[src/rtl/apb_slave_regbank.sv]
// APB slave with 16 x 32-bit registers: 0..13 R/W, 14 = write counter, 15 = error counter.
// Define APB_SLV_ERRCHK_EN to enable protocol/range checking, perr and the error counter.
module apb_slave_regbank #(
  parameter int SLV_IDX = 0
) (
  input  logic        Hclk,
  input  logic        Hresetn,
  input  logic [2:0]  Pselx,
  input  logic        Penable,
  input  logic        Pwrite,
  input  logic [31:0] Paddr,
  input  logic [31:0] Pwdata,
  output logic [31:0] Prdata,
  output logic        perr
);

`ifdef APB_SLV_ERRCHK_EN
  localparam bit ERRCHK = 1'b1;
`else
  localparam bit ERRCHK = 1'b0;
`endif

  typedef enum logic [1:0] {ST_IDLE, ST_SETUP, ST_ACCESS} state_t;

  state_t      state_q, state_d;
  logic [31:0] regs_q [0:13];
  logic [15:0] wr_cnt_q;
  logic [7:0]  err_cnt_q;
  logic [31:0] prdata_q, prdata_d;
  logic        perr_q, perr_d;

  logic        psel;
  logic [3:0]  idx;
  logic        in_range;
  logic        wr_en;
  logic        load_rd;
  logic [31:0] rd_val;
  logic        unused_addr;

  assign psel        = Pselx[SLV_IDX];
  assign idx         = Paddr[5:2];
  assign in_range    = ERRCHK ? (Paddr[11:6] == 6'd0) : 1'b1;
  assign unused_addr = ^{Paddr[31:12], Paddr[1:0]};

  always_comb begin
    rd_val = 32'd0;
    if (!in_range) begin
      rd_val = 32'hDEAD_BEEF;
    end else begin
      case (idx)
        4'd14:   rd_val = {16'd0, wr_cnt_q};
        4'd15:   rd_val = ERRCHK ? {24'd0, err_cnt_q} : 32'd0;
        default: rd_val = regs_q[idx];
      endcase
    end
  end

  // Prdata defaults to 0; it is only held from SETUP into ACCESS or reloaded by a read SETUP.
  always_comb begin
    state_d  = state_q;
    prdata_d = 32'd0;
    perr_d   = 1'b0;
    wr_en    = 1'b0;
    load_rd  = 1'b0;
    case (state_q)
      ST_IDLE: begin
        if (psel && !Penable) begin
          state_d = ST_SETUP;
          load_rd = !Pwrite;
        end else if (psel && Penable) begin
          perr_d = ERRCHK;
        end
      end
      ST_SETUP: begin
        if (psel && Penable) begin
          state_d  = ST_ACCESS;
          wr_en    = Pwrite && in_range;
          prdata_d = prdata_q;
          perr_d   = ERRCHK && !in_range;
        end else begin
          state_d = ST_IDLE;
          perr_d  = ERRCHK;
        end
      end
      ST_ACCESS: begin
        if (psel && !Penable) begin
          state_d = ST_SETUP;
          load_rd = !Pwrite;
        end else if (psel && Penable) begin
          state_d = ST_IDLE;
          perr_d  = ERRCHK;
        end else begin
          state_d = ST_IDLE;
        end
      end
      default: state_d = ST_IDLE;
    endcase
    if (load_rd) prdata_d = rd_val;
  end

  always_ff @(posedge Hclk) begin
    if (!Hresetn) begin
      state_q   <= ST_IDLE;
      prdata_q  <= 32'd0;
      perr_q    <= 1'b0;
      wr_cnt_q  <= 16'd0;
      err_cnt_q <= 8'd0;
      for (int i = 0; i < 14; i++) regs_q[i] <= 32'd0;
    end else begin
      state_q  <= state_d;
      prdata_q <= prdata_d;
      perr_q   <= perr_d;
      if (wr_en && idx < 4'd14) begin
        regs_q[idx] <= Pwdata;
        if (wr_cnt_q != 16'hFFFF) wr_cnt_q <= wr_cnt_q + 16'd1;
      end
      // Clear takes priority over a simultaneous error increment.
      if (wr_en && idx == 4'd15) begin
        err_cnt_q <= 8'd0;
      end else if (perr_d && err_cnt_q != 8'hFF) begin
        err_cnt_q <= err_cnt_q + 8'd1;
      end
    end
  end

  assign Prdata = prdata_q;
  assign perr   = perr_q;

endmodule

[config.mk]
export PLATFORM = sky130hd
export DESIGN_NAME = apb_slave_regbank
export DESIGN_NICKNAME = d
export VERILOG_FILES = /design/src/rtl/apb_slave_regbank.sv
export SDC_FILE = /design/constraint.sdc
export NUM_CORES = 1
export LEC_CHECK = 0
export ABC_AREA = 1
export CAP_MARGIN = 0
export CORE_MARGIN = 2
export CORE_UTILIZATION = 55
export DETAILED_ROUTE_END_ITERATION = 7
export HOLD_SLACK_MARGIN = 0.12
export PLACE_DENSITY = 0.74
export SYNTH_ARGS = -nofsm -noshare
export SYNTH_HDL_FRONTEND = slang
export SYNTH_SLANG_ARGS = --single-unit
[constraint.sdc]
create_clock -name Hclk -period 2.75 [get_ports Hclk]
set_input_delay 0.55 -clock Hclk [delete_from_list [all_inputs] [get_ports Hclk]]
set_output_delay 0.55 -clock Hclk [all_outputs]
set_load 0.01 [all_outputs]
Word-level counts from Yosys, hierarchy flattened --
Memory sizes are Yosys's and may differ from the RTL's. Cells that the tools add are included.
Cells by class: eq/ne operators 7, add/sub/neg operators 1, order comparisons 1, multiplexer cells 19, reduce and logical (&&, ||, !) cells 9
Operators with widths (count):
- two-way mux 32 bit | 4
- case mux 32 bit (2 select lines) | 1
- OR reduction 32 bit | 1
- adder 16 x 1 -> 16 bit (second input constant) | 1
- != test 16 bit (second input constant) | 1
- two-way mux 1 bit | 10
- == test 4 bit (second input constant) | 2
- case mux 2 bit (3 select lines) | 1
- less-than comparator 4 bit (second input constant) | 1
- two-way mux 2 bit | 2
- two-way mux 4 bit | 1
- logical AND 1 bit | 3
- != test 3 bit (second input constant) | 1
- == test 2 x 1 -> 1 bit (second input constant) | 1
- == test 2 bit (second input constant) | 1
- logical NOT 1 bit | 2
- logical NOT 2 bit | 1
- != test 2 bit (second input constant) | 1
- AND reduction 2 bit | 1
- OR reduction 2 bit | 1
Word-level totals: logic and storage cells 41, bits of input ports 71, output and inout port bits 33, register bits 50, memories kept 1, RAM bits 448
Memories:
- regs_q | words 14, bits a word 32, read ports 1, clocked after Yosys merged registers in 0, write ports 14, RTL line 26 | logic [31:0] regs_q [0:13];

Depth between registers and ports, before layout --
Gate-level depths: netlist (run 1).
word-level depth 9, mapped depth 14, mapped depth without buffers 11

Worst setup path after synthesis (run 1) --
No wires, ideal clock.
kind input to register, from input port Paddr[2], to memory regs_q[9][0], enable pin, slack -0.009 ns, data required time 2.361 ns, setup time 0.389 ns, arrival time 2.369 ns, stages on the path 7, buffers on the path 3, cells stage by stage buf_2 > inv_1 > nor2_1 > buf_2 > nand3_1 > buf_2 > nand2_1
RTL lines:
- start: declaration | RTL line 11 | input logic [31:0] Paddr,
- end: declaration | RTL line 26

==> run metrics, run 1 <==
Die Y=between 200 and 250 um; area of the core=43400 sq um; Overall Global Routing Usage=27.3%; final setup fails=0; Nets=2661; Mapped Cells=2465; CTS resizes=0; postcts setup bufs=0; total number of vias=17800; Final Power=18.6 mW; RSZ-0062 raised after global routing=false; total CTS buffers=57; total negative setup slack=0 ns; Fin Clk Skew=about 0.022 ns; full die area=between 40000 and 50000 sq um; Synth cell types=26; Filler cells=3366; grt ovf=0; Rel. slew slack=between 40% and 50%; maxcap violations=0; num rows=76; Area contributors post-synth=edfxtp_1, nand2_1, nor2_1; DRT antenna net count=0; Slew @ Worst Pin=0.843 ns; Worst VDD drop=0.000619 V; CTS Root Cell=clkbuf_16; first-pass GRT wire length=97.1 mm; vias in the first global route=17700; Total Routed Length=62.7 mm; WL/cell=~20 um; DP Cell Count=about 3100; register area share after synthesis=67.4%; Max Root-Sink Buffers=3; synthesized cell area=24300 sq um; PD cells=656 nW/um^2; hold_ws=0.457 ns; drt drc=0; hold buffers post-CTS=0; Worst Setup Path Type=input pin to flip-flop; Synth area leader=edfxtp_1; clk_lat worst skew=0.64 ns; Syn-to-layout area delta=16.6%; detail-routed via count per cell=5.54; initial antenna violation count=0; register bit total from synthesis=562; crit path time final=2.13 ns; clock sink total=562; post-detail-place hpwl=39.1 mm; Inserted Diodes=0; f_max=0.469 GHz; Worst-path clk slew=0.06 ns; YS warnings=0; fin crit share=77.5%; H-tree levels=2; Final Max Tran Viols=0; Fin. Hold Viols=0; Ports=104; Final WS setup=0.619 ns; CTS tree=done; CP arrival=2.46 ns; element type at the critical path start=input pin; final non-filler cell total=around 3200; Die Wd=214 um; DP Worst Slack=~0.042 ns; Detailed Route Iter0 Violations=around 1700; Initial Utilization=56.0%; syn_area_per_cell=between 9 and 10 sq um; CP required=3.08 ns; worst-path fanout max=19; Hold WC Path Type=flip-flop to flip-flop; layout cell share with drive strength beyond 1=roughly 7.7%; Leak=between 10 and 15 nW; first-pass detailed-route iteration total=6; gpl congestion=0.906; CP Capture Type=flip-flop; Synth top area share=63.3%; Port Buffer Count=a little over 70; largest net degree at the start of global routing=52; status=finished clean
-- critical path: stages --
cell             delay, ns
clkdlybuf4s50_1       0.42
nand2_1               0.15
inv_2                 0.06
nand2_2               0.06
nand2_1               0.06
nor2_1                0.14
nand2_1               0.18
inv_2                 0.24
nand3_1               0.14
nand2_1               0.21
buf_12                0.21
-- layer usage --
| metal | track usage (%) | up-vias | share of wire (%) |
|---|---|---|---|
| met3 | 3.76 | 139 | 7.8 |
| met5 | 0 | - | 0 |
| met4 | 12.8 | 0 | 4.2 |
| met1 | 33.7 | 8573 | 38 |
| li1 | - | 8313 | - |
| met2 | 47.8 | 796 | 50 |
-- cell type report --
type                       count  area (sq um)  area share (%)
multi-input combinational   1740          7260            25.6
clock inverter                23           191           0.676
timing repair buffer         168          1860            6.57
inverter                      60           226           0.800
tap                          585           732            2.59
clock buffer                  80          1670            5.89
sequential                   562         16400            57.8
-- path summary, 6_finish.rpt --
path	start	end	slack, ns	cells after the start
worst max-delay path	Paddr[5]	regs_q[7][30]$_SDFFCE_PN0P_	0.62	11
worst max register to register	state_q[0]$_SDFFE_PN0P_	regs_q[7][30]$_SDFFCE_PN0P_	0.72	7
worst min register to register	Prdata[12]$_SDFFE_PN0P_	Prdata[12]$_SDFFE_PN0P_	0.46	2
worst min-delay path	Prdata[12]$_SDFFE_PN0P_	Prdata[12]$_SDFFE_PN0P_	0.46	2
-- stage by stage --
stage | util, % | area (sq um)
global route | 65.3 | 28300
finish | 65.3 | 28300
detailed placement | 61.0 | 26500
floorplan | - | 24500
CTS | 65.3 | 28300
global placement | 61.0 | 26500
-- flip-flops by register name, summed over array words and instances (netlist names) --
register and count:
state_q 2, Prdata 32, wr_cnt_q 16, regs_q 512
-- placed cells by master, fill, tap and decap left out, types with 11 or more instances in the layout --
cell / n
buf_12: 34
o21ai_0: 40
clkinv_2: 12
clkbuf_1: 11
dfxtp_1: 50
nand2_1: 970
nand3_1: 20
clkdlybuf4s50_1: 70
edfxtp_1: 512
conb_1: 65
a22oi_1: 132
clkbuf_16: 60
nor2_1: 466
buf_4: 63
inv_1: 55
-- Yosys cell counts --
library cell,n
nor3_1,10
a21oi_1,10
inv_2,4
a32oi_1,1
o21ai_0,40
xnor2_1,2
buf_2,60
edfxtp_1,512
nand4_1,4
buf_1,13
nand2_1,973
nand3_1,20
nor3b_1,1
buf_4,1
xor2_1,4
nor2_1,472
nor3_2,2
conb_1,1
ha_1,1
a22oi_1,132
nor4_4,1
dfxtp_1,50
nor2_2,1
clkbuf_1,93
inv_1,56
nand2_2,1
-- power breakdown --
| part | switching, mW | internal [mW] | total (mW) |
|---|---|---|---|
| Sequential | 0.0865 | 9.59 | 9.68 |
| Combinational | 0.864 | 0.379 | 1.24 |
| Clock | 3.30 | 4.34 | 7.64 |
-- cell families after synthesis --
family | after synthesis | share of synthesized area, %
simple gates | 1485 | 23.3
flops | 562 | 67.4
buf+inv | 227 | 3.83
compound gates | 183 | 5.15
xor+xnor | 6 | 0.216
fa+ha+maj | 1 | 0.0515
other cells | 1 | 0.0154
Note: power is estimated with default switching activity, not from simulation.
==> run 2: changes to the inputs <==
CORE_UTILIZATION = 60   (was 55)
PLACE_DENSITY = 0.77   (was 0.74)
clock period = 2.2 ns   (was 2.75 ns; I/O delays follow)
==> run metrics, run 2 (same netlist as run 1, synthesis figures left out) <==
Max stage delay on crit path=0.47 ns (+0.05 ns); CP required=2.65 ns (-0.43 ns); CP delay by family, top=buffers and inverters; initial antenna violation count=1 (+1); CTS tree=done; drt drc=0 (unchanged); Hold WC Path Type=input pin to flip-flop; Port Buffer Count=72 (unchanged); largest net degree at the start of global routing=54 (+3.8%); max FFs per register=512 (unchanged); Die Y=205 um (-4.2%); worst r2r path cells=7 (unchanged); area of the core=39800 sq um (-8.2%); RSZ-0062 raised after global routing=false; post-route cell area=28800 sq um (+1.8%); final setup fails=0 (unchanged); CP Capture Type=flip-flop; WL/cell=20.9 um (+7.2%); Die Wd=205 um (-4.2%); total negative setup slack=0 ns (unchanged); status=finished clean; CP Buf/Inv Count=4 (unchanged); Final WS setup=0.0549 ns (-0.564 ns); PD cells=795 nW/um^2 (+21%); crit path from=Paddr[5]; first-pass detailed-route iteration total=5 (-1); worst-path fanout max=32 (+13); element type at the critical path start=input pin; hold buffers post-CTS=0 (unchanged); Leak=12.4 nW (+2.4%); Nets=2715 (+2.0%); Slew @ Worst Pin=0.922 ns (+0.0790 ns); Fin. Hold Viols=0 (unchanged); most frequent cells in the layout=nand2_1, edfxtp_1, nor2_1, a22oi_1, buf_4; DP Worst Slack=-0.557 ns (-0.599 ns); CTS Root Cell=clkbuf_16; crit path time final=2.15 ns; CP Cell Sequence=clkdlybuf4s50_1 -> nand2_1 -> inv_2 -> nand2_2 -> nand2_1 -> nor2_1 -> nand2_1 -> inv_2 -> nand3_1 -> buf_4 -> nor2_1; total CTS buffers=54 (-5.3%); largest reg by FF count=regs_q; Fin Clk Skew=0.0221 ns (+0.000181 ns); Rel. slew slack=38.2% (-5.3 points); Syn-to-layout area delta=18.7%; DP Cell Count=3112 (-0.096%); CTS resizes=0 (unchanged); fin crit share=97.5%; Ports=104 (unchanged); detail-routed via count per cell=5.77 (+4.2%); CP Depth=11 (unchanged); Total Routed Length=67.1 mm (+7.1%); Final Max Tran Viols=0 (unchanged); Detailed Route Iter0 Violations=2136 (+26%); Final Power=22.9 mW (+23%); clk_lat worst skew=0.62 ns (-0.02 ns); Overall Global Routing Usage=32.5% (+5.2 points); DRT antenna net count=0 (unchanged); Worst Setup Path Type=input pin to flip-flop; Crit-path slowest cell=clkdlybuf4s50_1; worst r2r src=state_q[0]$_SDFFE_PN0P_; Worst-path clk slew=0.06 ns (about the same); clock sink total=562 (unchanged); Initial Utilization=61.0% (+5.0 points); vias in the first global route=18800 (+6.1%); gpl congestion=0.906 (about the same); most common cell after layout, fill and taps aside=nand2_1; maxcap violations=0 (unchanged); first-pass GRT wire length=102 mm (+5.3%); Post-DP Area=27100 sq um (+2.3%); H-tree levels=2 (unchanged); post-detail-place hpwl=42.4 mm (+8.5%); layout cell share with drive strength beyond 1=10.0% (+2.3 points); number of cells on the worst hold path=1 (-1); Filler cells=2781 (-17%); final non-filler cell total=3215 (-0.093%); Worst VDD drop=0.000602 V (-2.7%); Max Root-Sink Buffers=3 (unchanged); f_max=about 0.47 GHz; Critical Path Most Common Cell=nand2_1; postcts setup bufs=0 (unchanged); CP arrival=2.60 ns (+0.14 ns); total number of vias=18600 (+4.1%); full die area=42100 sq um (-8.2%); grt ovf=0 (unchanged); Hold Startpoint=Pwdata[28]; num rows=73 (-3.9%)
run 2: power by group:
| group | total (mW) | switching [mW] | internal (mW) |
|---|---|---|---|
| registers | 12.1 | 0.113 | 12.0 |
| logic | 1.69 | 1.14 | 0.551 |
| clock network | 9.11 | 3.99 | 5.12 |
run 2: worst reg2reg max path: stages, from the launching register on:
cell and delay, ns:
dfxtp_1 0.40, nand3_1 0.13, nor2_1 0.25, nand2_1 0.22, inv_2 0.22, nand3_1 0.17, buf_4 0.36, nor2_1 0.19
run 2: worst paths after layout:
check	endpoint	slack, ns
hold / removal	regs_q[15][28]$_DFFE_PP_	0.44
setup reg to reg	regs_q[13][5]$_SDFFCE_PN0P_	0.09
hold reg to reg	Prdata[8]$_SDFFE_PN0P_	0.45
setup / recovery	regs_q[13][5]$_SDFFCE_PN0P_	0.05
run 2: routing by layer:
metal / vias to the layer above / track usage, % / part of all wire (%)
li1: 8423 / - / -
met1: 8817 / 39.0 / 35
met2: 1101 / 55.6 / 49
met3: 212 / 5.61 / 10
met4: 0 / 18.9 / 5.2
met5: - / 0 / 0
run 2: through the flow:
| step | hold WS [ns] | util [%] |
|---|---|---|
| detailed placement | 0.441 | 68.0 |
| CTS | 0.419 | 72.3 |
| global route | 0.433 | 72.4 |
| finish | 0.442 | 72.4 |
| global placement | 0.438 | 68.0 |
| floorplan | 0.455 | - |
run 2: final cells by class:
type	instances	area, sq um	share of cell area, %
Clock inverter	32	254	0.881
Antenna cell	1	2.50	0.00868
Tap cell	525	657	2.28
Timing Repair Buffer	225	2500	8.69
Clock buffer	70	1480	5.15
Multi-Input combinational cell	1740	7310	25.4
Inverter	60	226	0.786
Sequential cell	562	16400	56.8
==> run 3: changes to the inputs <==
ABC_CLOCK_PERIOD_IN_PS = 2200   (was default)
==> results of run 3 <==
No change in the layout: final DEF, timing and power equal those of run 2.
